===== src/rtl/instr_mem_loader.sv =====
// rtl/instr_mem_loader.sv - packs a byte stream into 32-bit words and writes them to instruction memory
module instr_mem_loader #(
    parameter int DEPTH = 256,
    parameter int LEN_W = 9
) (
    input  logic             i_clk,
    input  logic             i_rst,
    input  logic             i_start,
    input  logic [31:0]      i_base_addr,
    input  logic [LEN_W-1:0] i_load_len,
    input  logic [7:0]       i_byte_in,
    input  logic             i_byte_valid,
    output logic             o_byte_ready,
    output logic             o_mem_we,
    output logic [31:0]      o_mem_addr,
    output logic [31:0]      o_mem_wdata,
    output logic             o_busy,
    output logic             o_done,
    output logic [LEN_W-1:0] o_words_written
);

    typedef enum logic [1:0] {
        S_IDLE,
        S_RECV,
        S_WRITE,
        S_DONE
    } state_t;

    localparam logic [LEN_W-1:0] DEPTH_L = LEN_W'(DEPTH);

    state_t           r_state;
    state_t           w_next;
    logic [31:0]      r_base;
    logic [LEN_W-1:0] r_len;
    logic [1:0]       r_byte_idx;
    logic [23:0]      r_word;
    logic             r_byte_ready;
    logic             r_mem_we;
    logic [31:0]      r_mem_addr;
    logic [31:0]      r_mem_wdata;
    logic             r_busy;
    logic             r_done;
    logic [LEN_W-1:0] r_words_written;

    logic             w_accept;
    logic [LEN_W-1:0] w_len_clamped;
    logic [LEN_W-1:0] w_count_next;
    logic             w_last_word;
    logic [31:0]      w_word_offset;

    // r_byte_ready is high exactly in RECV, so it doubles as the accept qualifier
    assign w_accept      = r_byte_ready && i_byte_valid;
    assign w_len_clamped = (i_load_len > DEPTH_L) ? DEPTH_L : i_load_len;
    assign w_count_next  = r_words_written + LEN_W'(1);
    assign w_last_word   = (w_count_next == r_len);
    // Byte offset of the current word; the add below wraps mod 2^32
    assign w_word_offset = {{(32 - LEN_W - 2){1'b0}}, r_words_written, 2'b00};

    // Next-state decision for the load sequence
    always_comb begin
        w_next = r_state;
        case (r_state)
            S_IDLE: begin
                if (i_start) begin
                    w_next = (w_len_clamped == '0) ? S_DONE : S_RECV;
                end
            end
            S_RECV: begin
                if (w_accept && (r_byte_idx == 2'd3)) begin
                    w_next = S_WRITE;
                end
            end
            S_WRITE: begin
                w_next = w_last_word ? S_DONE : S_RECV;
            end
            S_DONE: begin
                w_next = S_IDLE;
            end
            default: begin
                w_next = S_IDLE;
            end
        endcase
    end

    // State register
    always_ff @(posedge i_clk or posedge i_rst) begin
        if (i_rst) begin
            r_state <= S_IDLE;
        end else begin
            r_state <= w_next;
        end
    end

    // Datapath and registered outputs, decoded from the upcoming state so they align with it
    always_ff @(posedge i_clk or posedge i_rst) begin
        if (i_rst) begin
            r_base          <= '0;
            r_len           <= '0;
            r_byte_idx      <= '0;
            r_word          <= '0;
            r_byte_ready    <= 1'b0;
            r_mem_we        <= 1'b0;
            r_mem_addr      <= '0;
            r_mem_wdata     <= '0;
            r_busy          <= 1'b0;
            r_done          <= 1'b0;
            r_words_written <= '0;
        end else begin
            r_byte_ready <= (w_next == S_RECV);
            r_mem_we     <= (w_next == S_WRITE);
            r_busy       <= (w_next == S_RECV) || (w_next == S_WRITE);
            r_done       <= (w_next == S_DONE);
            case (r_state)
                S_IDLE: begin
                    if (i_start) begin
                        r_base          <= i_base_addr;
                        r_len           <= w_len_clamped;
                        r_words_written <= '0;
                        r_byte_idx      <= '0;
                        r_word          <= '0;
                    end
                end
                S_RECV: begin
                    if (w_accept) begin
                        r_byte_idx <= r_byte_idx + 2'd1;
                        case (r_byte_idx)
                            2'd0: r_word[7:0]   <= i_byte_in;
                            2'd1: r_word[15:8]  <= i_byte_in;
                            2'd2: r_word[23:16] <= i_byte_in;
                            default: begin
                                // Fourth byte completes the word straight into the write port
                                r_mem_addr  <= r_base + w_word_offset;
                                r_mem_wdata <= {i_byte_in, r_word};
                                r_word      <= '0;
                            end
                        endcase
                    end
                end
                S_WRITE: begin
                    r_words_written <= w_count_next;
                end
                default: begin
                end
            endcase
        end
    end

    assign o_byte_ready    = r_byte_ready;
    assign o_mem_we        = r_mem_we;
    assign o_mem_addr      = r_mem_addr;
    assign o_mem_wdata     = r_mem_wdata;
    assign o_busy          = r_busy;
    assign o_done          = r_done;
    assign o_words_written = r_words_written;

endmodule


===== config.mk =====
export PLATFORM = sky130hd
export DESIGN_NAME = instr_mem_loader
export DESIGN_NICKNAME = d
export VERILOG_FILES = /design/src/rtl/instr_mem_loader.sv
export SDC_FILE = /design/constraint.sdc
export NUM_CORES = 1
export LEC_CHECK = 0
export BUFFER_PORTS_ARGS = -buffer_cell sky130_fd_sc_hd__buf_2
export CAP_MARGIN = 15
export CORE_ASPECT_RATIO = 1.2
export CORE_MARGIN = 1
export CORE_UTILIZATION = 30
export CTS_CLUSTER_DIAMETER = 150
export DETAILED_ROUTE_END_ITERATION = 10
export PLACE_DENSITY = 0.47
export SYNTH_ARGS = -nofsm -noshare
export SYNTH_HDL_FRONTEND = slang
export SYNTH_SLANG_ARGS = --single-unit
export TNS_END_PERCENT = 50

===== constraint.sdc =====
create_clock -name i_clk -period 6.75 [get_ports i_clk]
set_input_delay 1.35 -clock i_clk [delete_from_list [all_inputs] [get_ports i_clk]]
set_output_delay 1.35 -clock i_clk [all_outputs]
set_load 0.005 [all_outputs]

Yosys cells after proc, flatten, opt, wreduce, memory -nomap -nowiden
Index checks and enable logic that the tools add are counted.
{"block": "op_classes", "add_sub_neg": 3, "magnitude_cmp": 1, "eq_ne": 15, "muxes": 17, "n_bitwise": 1, "n_reduce_logical": 19}
{"op": "$mux W24", "count": 2}
{"op": "$pmux W24 S2", "count": 1}
{"op": "$pmux W8 S2", "count": 3}
{"op": "$add A32 B11 Y32", "count": 1}
{"op": "$mux W9", "count": 2}
{"op": "$pmux W9 S2", "count": 1}
{"op": "$eq A2 B2 Y1 const B", "count": 6}
{"op": "$mux W2", "count": 6}
{"op": "$reduce_and A4 Y1", "count": 3}
{"op": "$ne A2 B2 Y1 const B", "count": 5}
{"op": "$add A9 B1 Y9 const B", "count": 1}
{"op": "$eq A9 B9 Y1", "count": 1}
{"op": "$gt A9 B9 Y1 const B", "count": 1}
{"op": "$logic_not A9 Y1", "count": 1}
{"op": "$pmux W2 S4", "count": 1}
{"op": "$eq A2 B1 Y1 const B", "count": 3}
{"op": "$reduce_and A3 Y1", "count": 2}
{"op": "$reduce_or A2 Y1", "count": 3}
{"op": "$logic_not A2 Y1", "count": 2}
{"op": "$pmux W2 S2", "count": 1}
{"op": "$reduce_and A2 Y1", "count": 2}
{"op": "$reduce_bool A2 Y1", "count": 2}
{"op": "$reduce_or A3 Y1", "count": 1}
{"op": "$add A2 B1 Y2 const B", "count": 1}
{"op": "other kinds (3)", "count": 4}
{"block": "totals", "ff_bits": 146}

Logic depth before layout (Yosys ltp)
Gate-level depths: netlist of run 1.
{"block": "logic_depth", "word_depth": 8, "mapped_depth": 10, "ltp_nobuf": 9}

Worst setup path before layout of run 1
OpenSTA, ideal clock, no wires.
{"block": "synth_timing", "kind": "input port to flip-flop", "from": "input i_start", "to": "register r_busy (netlist: o_busy)", "setup_ns": 0.113, "arrival_ns": 2.443, "path_slack_ns": 4.195, "path_stages": 6, "path_cell_list": "and2_1 -> clkbuf_1 -> nor2_1 -> nand2_1 -> ha_1 -> inv_1"}
{"block": "synth_via", "elab_chain_cells": 4, "elab_cells_between_ends": 5}
{"element": "from (decl)", "line": "8", "source": "input logic i_start,"}
{"element": "$mux W2 (*)", "line": "64", "source": "if (i_start) begin"}
{"element": "$pmux W2 S4 (*)", "line": "62", "source": "case (r_state)"}
{"element": "net w_next[0]", "line": "32", "source": "state_t w_next;"}
{"element": "$eq A2 B1 Y1 / $eq A2 B2 Y1 (equally long branches)", "line": "111", "source": "r_busy <= (w_next == S_RECV) || (w_next == S_WRITE);"}
{"element": "$logic_or A1 B1 Y1 (*)", "line": "111"}
{"element": "to (signal assigned)", "line": "111"}
{"element": "to (decl)", "line": "41", "source": "logic r_busy;"}
Mark *: on every way through the listed nets, which the timed path passes. The rest lies on a longest branch.
A chain may end at the register's enable or synchronous reset.

Final worst setup path of run 1
{"block": "layout_timing", "from": "register r_words_written[0] (netlist: o_words_written[0])", "to": "register r_mem_addr[22] (netlist: o_mem_addr[22])"}
{"block": "layout_via", "elab_chain_cells": 1}
{"element": "from (decl)", "line": "43", "source": "logic [LEN_W-1:0] r_words_written;"}
{"element": "from (signal assigned)", "line": "140", "source": "r_words_written <= w_count_next;"}
{"element": "$add A32 B11 Y32", "line": "132", "source": "r_mem_addr <= r_base + w_word_offset;"}
{"element": "to (signal assigned)", "line": "132"}
{"element": "to (decl)", "line": "39", "source": "logic [31:0] r_mem_addr;"}
Every way passes these cells.

==> results of run 1 <==
[per-stage QoR]
step	setup WS, ns	total power (W)	utilization (%)
2_1_floorplan	1.477	0.002050	-
3_3_place_gp	3.801	0.002436	34.95
3_5_place_dp	3.792	0.002455	34.95
4_1_cts	3.986	0.003480	37.82
5_1_grt	3.856	0.003693	37.82
6_report	3.988	0.003417	37.83
[worst register-to-register path, delay by kind of cell, from the launching register on]
kind | cells | cell delay, ns
AND/OR/NAND/NOR | 1 | 0.15
AO/OA/AOI/OAI | 4 | 0.96
adder cells (fa/ha/maj) | 2 | 0.75
flip-flops | 1 | 0.50
XOR/XNOR | 1 | 0.24
[layer usage]
| metal | vias to the layer above | part of all wire [%] |
|---|---|---|
| li1 | 2746 | - |
| met1 | 2527 | 48 |
| met2 | 100 | 47 |
| met3 | 4 | 4.2 |
| met4 | 0 | 0.58 |
| met5 | - | 0 |
[state kept, by name, indices dropped and copies added, names as in the netlist, 2 cells and up]
register	count
o_mem_addr	32
o_mem_wdata	32
r_base	32
r_word	24
o_words_written	9
r_len	9
r_byte_idx	2
r_state	2
[cell usage after synthesis (all sizes together), types with 2 or more instances]
library cell | n | area (sq um)
nand2 | 329 | 1235
dfrtp | 146 | 3654
o21ai | 73 | 365.4
clkbuf | 28 | 105.1
xnor2 | 25 | 219.0
nor2 | 22 | 82.58
ha | 17 | 212.7
xor2 | 15 | 131.4
nand3 | 13 | 65.06
and3 | 12 | 75.07
a21oi | 11 | 55.05
nor3 | 9 | 60.06
buf | 8 | 33.79
inv | 8 | 30.03
nand3b | 8 | 60.06
and2 | 5 | 31.28
a31oi | 4 | 25.02
a21o | 3 | 22.52
nand4 | 3 | 18.77
o31ai | 3 | 22.52
a211o | 2 | 17.52
and4 | 2 | 17.52
nor3b | 2 | 25.02
nor4 | 2 | 12.51
o21a | 2 | 15.01
o21bai | 2 | 15.01
or2 | 2 | 12.51
or3 | 2 | 12.51
[layout make-up]
cell class	count	area, sq um
Clock buffer	22	474.2
Clock inverter	9	153.9
Multi-Input combinational cell	580	2945
Fill cell	2311	13630
Inverter	9	38.79
Timing Repair Buffer	134	683.2
Tap cell	274	342.8
Sequential cell	146	3654
Antenna cell	1	2.502
[cell families after synthesis]
kind of cell / Yosys count
AND/OR/NAND/NOR: 414
flip-flops: 146
AO/OA/AOI/OAI: 108
buffers and inverters: 45
XOR/XNOR: 40
adder cells (fa/ha/maj): 18
[power by group through the flow]
stage / Sequential, W / Clock (W) / Combinational (W)
floorplan: 0.00144 / 0 / 0.000608
global placement: 0.00149 / 0 / 0.000950
detailed placement: 0.00149 / 0 / 0.000966
CTS: 0.00147 / 0.00104 / 0.000970
global route: 0.00152 / 0.00108 / 0.00110
finish: 0.00147 / 0.00100 / 0.000947
[path summary, 6_finish.rpt]
check,from,endpoint,slack [ns]
hold / removal,r_word[8],o_mem_wdata[8],0.46
max in group asynchronous,i_rst,r_word[22],4.40
setup / recovery,o_words_written[0],o_mem_addr[22],3.99
setup reg to reg,o_words_written[0],o_mem_addr[22],3.99
hold reg to reg,r_word[8],o_mem_wdata[8],0.46
min in group asynchronous,i_rst,o_mem_addr[31],1.14
==> out/results.txt, run 1 <==
Sink count of the clock tree: 146. The count of unique library cells instantiated by Yosys came out at 45. Clock buffer count from CTS: 17. The tools report the nature of the critical path endpoint as a flip-flop. Of the synthesized area, sequential elements account for 54.03%. Setup repair after global routing left no endpoint under its margin. At the end of routability-driven placement, the weighted congestion stood at 0.7445.

The number of buffers and inverters on the critical path is 0. TritonCTS built the clock tree. The tools report the smallest hold slack as 0.4643 ns.

After routing the design area is 8294 sq um. The pre-antenna-repair detailed-routing pass consisted of 10 iterations. The maximum vdd ir drop is 0.1742 mV.

For the final database, setup skew stands at 0.01441 ns. Data on the critical path arrives at its endpoint at 3.01 ns. After Yosys synthesis, full adders, half adders and majority gates account for 3.442% of the synthesized area.

The standby leakage power is 4.274 nW. Summed over all layers, the routed wires come to 17540 um. For the worst-skew pair, the clock arrives at the later sink with an insertion delay of 0.41 ns.

For the number of antenna violations at the first check in global routing, the log shows 0. The worst hold path class is flip-flop to flip-flop. For met3 alone, demand over resource in global routing was 3.652%. The tools report the worst relative slew slack as 32.72%.

The tools report the core area as 21920 sq um. Global routing met1 resource utilization: 21.11%. The routed layout has 5377 vias.

Global routing used 15.84% of the available tracks across all layers. Top cell family by delay on the critical path: compound AO/OA/AOI/OAI gates. The checks that failed: DRC.

Yosys printed 0 warnings. The worst hold path passes through 2 cells. The final antenna-violating net count was 0; the maximum frequency from static timing analysis was 362.1 MHz. For the half-perimeter wire length of the detailed placement result, the log shows 12120 um. The clock passes through at most 2 buffers. The logs give 0 for the number of hold buffers added after CTS and 29.4% for the clock network fraction of design power.

The total of cells resized after clock tree synthesis came out at 0. For the worst setup path, the data required time is 7.00 ns. For this run, global-route usage on met2 was measured as 25.74%. The startpoint type of the worst setup path was a flip-flop.

The accumulated negative setup slack came out at 0 ns. met2 is the most crowded layer. The routed via count divided by cell count works out to 4.576. The area growth from synthesis to final layout works out to 22.67%. Average wire length per cell after detail routing: 14.93 um.

Per report_power, the combinational group accounts for 27.7% of the total. The logs give 4 for the level count of the clock H-tree and 0 for the post-CTS setup buffer count. The global-route wire length before repair was 28630 um.

Net switching is 33.74% of the power. The number of flops mapped to enable cells by yosys was 0; the instance area at placement was 7664 sq um. The synthesized design contains 146 register bits. Cell internal power was estimated by the tool at 0.002264 W. The clock slew at the register clock pins of the worst setup and hold paths was 0.06 ns; the instance count of the mapped netlist was 771. The overall die height came out at 166.5 um. The die boundary width is 139.0 um, and the largest net degree at the start of global routing is 96. The highest-delay cell along the critical path is sky130_fd_sc_hd__dfrtp_1. The area share of xor/xnor cells in the synthesized design came out at 5.181%. Cells with a size suffix above 1 make up 19.56% of the layout. The number of placed cells counting well taps is 1143. In this run the worst path has a maximum fanout of 8. The finished layout holds 1175 standard cells, fillers aside.

After layout, the worst path uses 40.92% of the clock period. The share of total power dissipated in sequential elements is 42.9%. The async set or reset register ratio after synthesis works out to 100.0%.

Primary flip-flop cell chosen by synthesis mapping: sky130_fd_sc_hd__dfrtp_1. The cell area that synthesis handed to floorplanning was 6761 sq um. The remaining routing DRC violations came out at 24. CTS root buffer: sky130_fd_sc_hd__clkbuf_16. Leaving out fill and tap cells, the most frequent cell in the layout is sky130_fd_sc_hd__nand2_1. Summing the areas of all and, or, nand and nor instances in the mapped netlist gives 25.63% of the synthesized area. Pin placement for this block handled 130 I/O pins.

In this run the mean area of a mapped cell was 8.770 sq um. The power per standard cell area was 412.0 nW/um^2. Largest family of logic cells by synthesized area: simple AND/OR/NAND/NOR gates. In the layout the commonest cells are sky130_fd_sc_hd__nand2_1 (329), sky130_fd_sc_hd__dfrtp_1 (146), sky130_fd_sc_hd__buf_2 (129), sky130_fd_sc_hd__o21ai_1 (63), sky130_fd_sc_hd__xnor2_1 (25).

For this design the total switching power over the nets is 0.001153 W. The run finished, with violations left. In this run the number of cells on the critical path is 8.

The floorplan has 59 rows. The tool flagged a number of max-cap violations equal to 0. The class of the most critical setup path is flip-flop to flip-flop. The critical path goes through ha_1 -> fa_1 -> a211o_1 -> a21oi_1 -> a211oi_2 -> nand3_1 -> xor2_1 -> o21ai_1. In the final design database the tool counted 959 nets.

In this run the tool buffered the top-level ports with 129 buffer cells. The initial utilization of the core area, before any placement, comes to 30.84%. The portion of synthesized area spent on multiplexers is 0%. The number of max-slew violations in the final report was 0; the transition time of the tightest slew-check pin was 1.009 ns. For this run, the slowest stage of the critical path takes 0.50 ns. In this run, the number of DRC markers left after iteration 0 of detailed routing was 292. The number of nets in the synthesized netlist is 842.

After global routing the overflow that remains totals 0. The shortest period the worst path allows works out to 2.762 ns. The final number of setup-violating endpoints is 0, and the path depth of the worst reg2reg path is 8. Number of global-route vias before repair: 5278.

The post-synthesis compound-gate area fraction was 9.160%. The logs give 0 for the final number of hold-violating endpoints and 23140 sq um for the floorplan die area.
Power figures use the tool's default switching activity.
==> inputs of run 2 (changes only) <==
--- a/config.mk
+++ b/config.mk
@@ -5,6 +5,7 @@
 export SDC_FILE = /design/constraint.sdc
 export NUM_CORES = 1
 export LEC_CHECK = 0
+export ABC_AREA = 1
 export BUFFER_PORTS_ARGS = -buffer_cell sky130_fd_sc_hd__buf_2
 export CAP_MARGIN = 15
 export CORE_ASPECT_RATIO = 1.2
@@ -12,7 +13,7 @@
 export CORE_UTILIZATION = 30
 export CTS_CLUSTER_DIAMETER = 150
 export DETAILED_ROUTE_END_ITERATION = 10
-export PLACE_DENSITY = 0.47
+export PLACE_DENSITY = 0.48
 export SYNTH_ARGS = -nofsm -noshare
 export SYNTH_HDL_FRONTEND = slang
 export SYNTH_SLANG_ARGS = --single-unit
==> constraint.sdc (replaced) <==
create_clock -name i_clk -period 2.4 [get_ports i_clk]
set_input_delay 0.48 -clock i_clk [delete_from_list [all_inputs] [get_ports i_clk]]
set_output_delay 0.48 -clock i_clk [all_outputs]
set_load 0.005 [all_outputs]
==> run 2 against run 1 <==
Against the previous run: global-route usage up 1.6 points; the flow now finishes without violations; sequential power rose to 2.8 times the previous value; routed wire length rose by 15%; hold slack got worse by 0.28 ns; register-to-register slack lost 3.8 ns; power rose to 2.9 times the previous value; clock power rose to 2.7 times the previous value; critical path type unchanged; cell count increased by 15%; sequential cell count stayed put; highest routed layer unchanged; count of clock-buffer cells in the layout shrank 1.
==> out/results.txt, run 2 <==
The run finished with clean final reports. Die boundary width: 142.2 um (was 139.0 um). The logs give 885 (was 771) for the instance count of the mapped netlist and 61 (was 59) for the number of rows in the core area. The tools report the final cell count without fillers as 1349 (was 1175).

TritonCTS built the clock tree. The reg-to-reg startpoint was o_words_written[0] (unchanged). Number of nets at the end of the flow: 1092 (was 959). Final setup skew: 0.01299 ns (was 0.01441 ns). The residual overflow from global routing was 0 (unchanged); the number of antenna repair diodes was 0 (was 1). Startpoint of the most critical setup path: o_words_written[0] (unchanged).

The most common cell after layout, fill and taps aside is sky130_fd_sc_hd__nand2_1 (unchanged). The area growth from synthesis to final layout came out at 22.97% (was 22.67%). The run gives 51.66% (was 54.03%) as the portion of the post-synthesis area used by sequential elements. The via count was 6083 (was 5377).

The run gives 23130 sq um (was 21920 sq um) as the core area. The tools report the nature of the critical path endpoint as a flip-flop (unchanged). Leading post-synthesis cells by instance count: sky130_fd_sc_hd__nand2_1 (320), sky130_fd_sc_hd__dfrtp_1 (146), sky130_fd_sc_hd__o21ai_0 (90) (was sky130_fd_sc_hd__nand2_1 (329), sky130_fd_sc_hd__dfrtp_1 (146), sky130_fd_sc_hd__o21ai_1 (63)). The biggest fanout along the worst timing path is 8 (unchanged). Number of buffers inserted by port buffering: 129 (unchanged). The final antenna-violating net count is 0 (unchanged), and the clock latency of the later-clocked register in the worst-skew pair is 0.42 ns (was 0.41 ns).

The fraction of layout cells with a size suffix above 1 is 18.18% (was 19.56%). The number of warning messages in the yosys log was 0 (unchanged); the transition time of the tightest slew-check pin was 0.8772 ns (was 1.009 ns). The number of antenna violations at the first check in global routing is 0 (unchanged). The clock slew at the register clock pins of the worst setup and hold paths is 0.06 ns (about the same), and the maximum vdd ir drop is 0.5063 mV (was 0.1742 mV).

The global-route wire length before repair was 32170 um (was 28630 um). The worst hold path class was primary input to async pin (was flip-flop to flip-flop). Class of the most critical setup path: flip-flop to flip-flop (unchanged). Primary flip-flop cell chosen by synthesis mapping: sky130_fd_sc_hd__dfrtp_1 (unchanged). The tools report the sink count of the clock tree as 146 (unchanged). The number of placed cells counting well taps was 1317 (was 1143).

The worst endpoint required time was 2.72 ns (was 7.00 ns); the standby leakage power was 4.546 nW (was 4.274 nW). Total iterations of the first detailed-routing run: 5 (was 10). For the clock buffer count from CTS, the log shows 17 (unchanged). The run gives 8108 sq um (was 7664 sq um) as the instance area at placement. The leading cell type by number of instances after synthesis is sky130_fd_sc_hd__nand2_1 (unchanged). Shortest period the worst path allows: 2.175 ns (was 2.762 ns).

The run gives 0.8339 (was 0.7445) as the placer congestion estimate. Top area cells in the synthesized netlist: sky130_fd_sc_hd__dfrtp_1 (52%), sky130_fd_sc_hd__nand2_1 (17%), sky130_fd_sc_hd__o21ai_0 (6.4%) (was sky130_fd_sc_hd__dfrtp_1 (54%), sky130_fd_sc_hd__nand2_1 (18%), sky130_fd_sc_hd__o21ai_1 (4.7%)). The tools report the CTS root buffer as sky130_fd_sc_hd__clkbuf_16 (unchanged). The total non-filler cell area in the finished layout is 8696 sq um (was 8294 sq um), and the global-route usage over all layers is 17.45% (was 15.84%).

The data arrival time of the critical path is 2.49 ns (was 3.01 ns), and the register bit total from synthesis is 146 (unchanged). Average wire length per cell after detail routing: 14.92 um (was 14.93 um). The number of global-route vias before repair is 5863 (was 5278). For the maximum buffer depth of the clock tree, the log shows 2 (unchanged).

Setup repair after global routing left no endpoint under its margin. The number of max-slew violations in the final report was 0 (unchanged). The tools report the level count of the clock H-tree as 4 (unchanged). Setup slack on the worst flop-to-flop path: 0.22 ns (was 3.99 ns). The logs give 36 (was 45) for the count of unique library cells instantiated by Yosys and 0 ns (unchanged) for the accumulated negative setup slack.

Post-CTS setup buffer count: 0 (unchanged). Starting utilization of the core area: 30.58% (was 30.84%). The net count after synthesis came out at 956 (was 842). The area share of the largest cell type after synthesis works out to 51.66% (was 54.03%). The floorplan die area was 24190 sq um (was 23140 sq um); the number of flops mapped to enable cells by yosys was 0 (unchanged). Maximum frequency from static timing analysis: 459.7 MHz (was 362.1 MHz). The async set or reset register ratio after synthesis is 100.0% (unchanged). The logs give 0 (unchanged) for the final number of setup-violating endpoints and 7072 sq um (was 6761 sq um) for the synthesized area.

The largest net degree at the start of global routing is 96 (unchanged), and the routed via count divided by cell count is 4.509 (was 4.576). Remaining routing DRC violations: 0 (was 24). The run gives 41.52% (was 32.72%) as the worst relative slew slack. The overall die height is 170.2 um (was 166.5 um).

The run gives 341 (was 292) as the number of violations reported at the end of detailed-routing iteration 0. The tools report the startpoint type of the worst setup path as a flip-flop (unchanged). The sum of internal, switching and leakage power is 0.009822 W (was 0.003417 W), and the average cell area after synthesis is 7.991 sq um (was 8.770 sq um).

The number of max-cap violations was 0 (unchanged); the core utilization of the finished layout was 37.60% (was 37.83%). The power per standard cell area was 1129 nW/um^2 (was 412.0 nW/um^2). Most frequent cells in the layout: sky130_fd_sc_hd__nand2_1 (320), sky130_fd_sc_hd__dfrtp_1 (145), sky130_fd_sc_hd__buf_2 (129), sky130_fd_sc_hd__o21ai_0 (89), sky130_fd_sc_hd__inv_1 (87) (was sky130_fd_sc_hd__nand2_1 (329), sky130_fd_sc_hd__dfrtp_1 (146), sky130_fd_sc_hd__buf_2 (129), sky130_fd_sc_hd__o21ai_1 (63), sky130_fd_sc_hd__xnor2_1 (25)). The final clock period utilization by the worst path is 90.64% (was 40.92%), and the number of top-level design ports is 130 (unchanged).

The half-perimeter wire length of the detailed placement result was 14720 um (was 12120 um). Total wirelength of the detailed-routed design: 20130 um (was 17540 um). The final number of hold-violating endpoints is 0 (unchanged). The leading area contributor after synthesis was sky130_fd_sc_hd__dfrtp_1 (unchanged).
-- run 2: cell types whose count changed after synthesis, sizes merged, moves of 5 or more --
cell	previous run	this run
and3	12	0
nand3	13	83
nand4	3	8
xor2	15	6
nand2	329	320
o22ai	0	6
and2	5	0
clkbuf	28	16
xnor2	25	2
nand3b	8	3
o21ai	73	91
nor2	22	47
inv	8	92
-- run 2: worst max-delay path, stage by stage, from the launching register on --
cell                      delay (ns)
sky130_fd_sc_hd__dfrtp_1        0.38
sky130_fd_sc_hd__buf_4          0.17
sky130_fd_sc_hd__ha_1           0.20
sky130_fd_sc_hd__nand2_1        0.18
sky130_fd_sc_hd__nand2_1        0.10
sky130_fd_sc_hd__nand2_1        0.06
sky130_fd_sc_hd__nand2_1        0.04
sky130_fd_sc_hd__nor2_1         0.14
sky130_fd_sc_hd__nand3_1        0.08
sky130_fd_sc_hd__nor3_1         0.13
sky130_fd_sc_hd__nand2_1        0.13
sky130_fd_sc_hd__nand2_1        0.08
sky130_fd_sc_hd__nor2_1         0.04
sky130_fd_sc_hd__ha_1           0.29
sky130_fd_sc_hd__inv_1          0.04
-- run 2: cells by family (layout without fill, tap and decap cells) --
family	count (synthesis)	count (layout)	synth area share [%]
AOI/OAI and AO/OA	121	121	9.201
xor gates and xnor gates	8	8	0.9908
adders and majority gates	18	18	3.291
buffers and inverters	117	266	6.546
DFF	146	146	51.66
and+or+nand+nor	475	475	28.31
-- run 2: final cells by class --
| type | count | area, sq um |
|---|---|---|
| Inverter | 92 | 349.1 |
| Clock inverter | 11 | 136.4 |
| Fill cell | 2496 | 14430 |
| Clock buffer | 21 | 450.4 |
| Timing Repair Buffer | 142 | 755.7 |
| Tap cell | 315 | 394.1 |
| Sequential cell | 146 | 3655 |
| Multi-Input combinational cell | 622 | 2955 |
-- run 2: routing by layer --
| layer | vias up | GRT usage (%) | wire length, um |
|---|---|---|---|
| li1 | 3111 | - | - |
| met1 | 2814 | 22.87 | 9362 |
| met2 | 142 | 29.13 | 9723 |
| met3 | 16 | 3.123 | 772 |
| met4 | 0 | 5.330 | 272 |
| met5 | - | 0 | 0 |
-- run 2: report_power, final --
part	total [W]	internal [W]	switching, W
Clock	0.00270	0.00165	0.00105
Sequential	0.00407	0.00339	0.000671
Combinational	0.00305	0.00114	0.00192
Total	0.00982	0.00618	0.00364
-- run 2: worst paths after layout --
kind                                        end  cells after the start
worst max-delay path                     o_busy                     14
worst min-delay path                     o_done                      3
max in group asynchronous        o_mem_wdata[5]                      3
worst min register to register  o_mem_wdata[21]                      2
worst max register to register           o_busy                     14
min in group i_clk                   r_base[10]                      3
-- run 2: timing repair --
action                     CTS  global route
hold buffers                 0             0
gates resized for setup      0             2
setup endpoints to repair    0             1
-- run 2: through the flow --
step / setup slack (ns) / hold slack (ns)
after floorplan: 0.08698 / 0.4426
after global placement: 0.2669 / 0.4484
after detailed placement: 0.2491 / 0.4533
after CTS: 0.2350 / 0.2315
after global routing: 0.03271 / 0.2474
final: 0.2246 / 0.1848
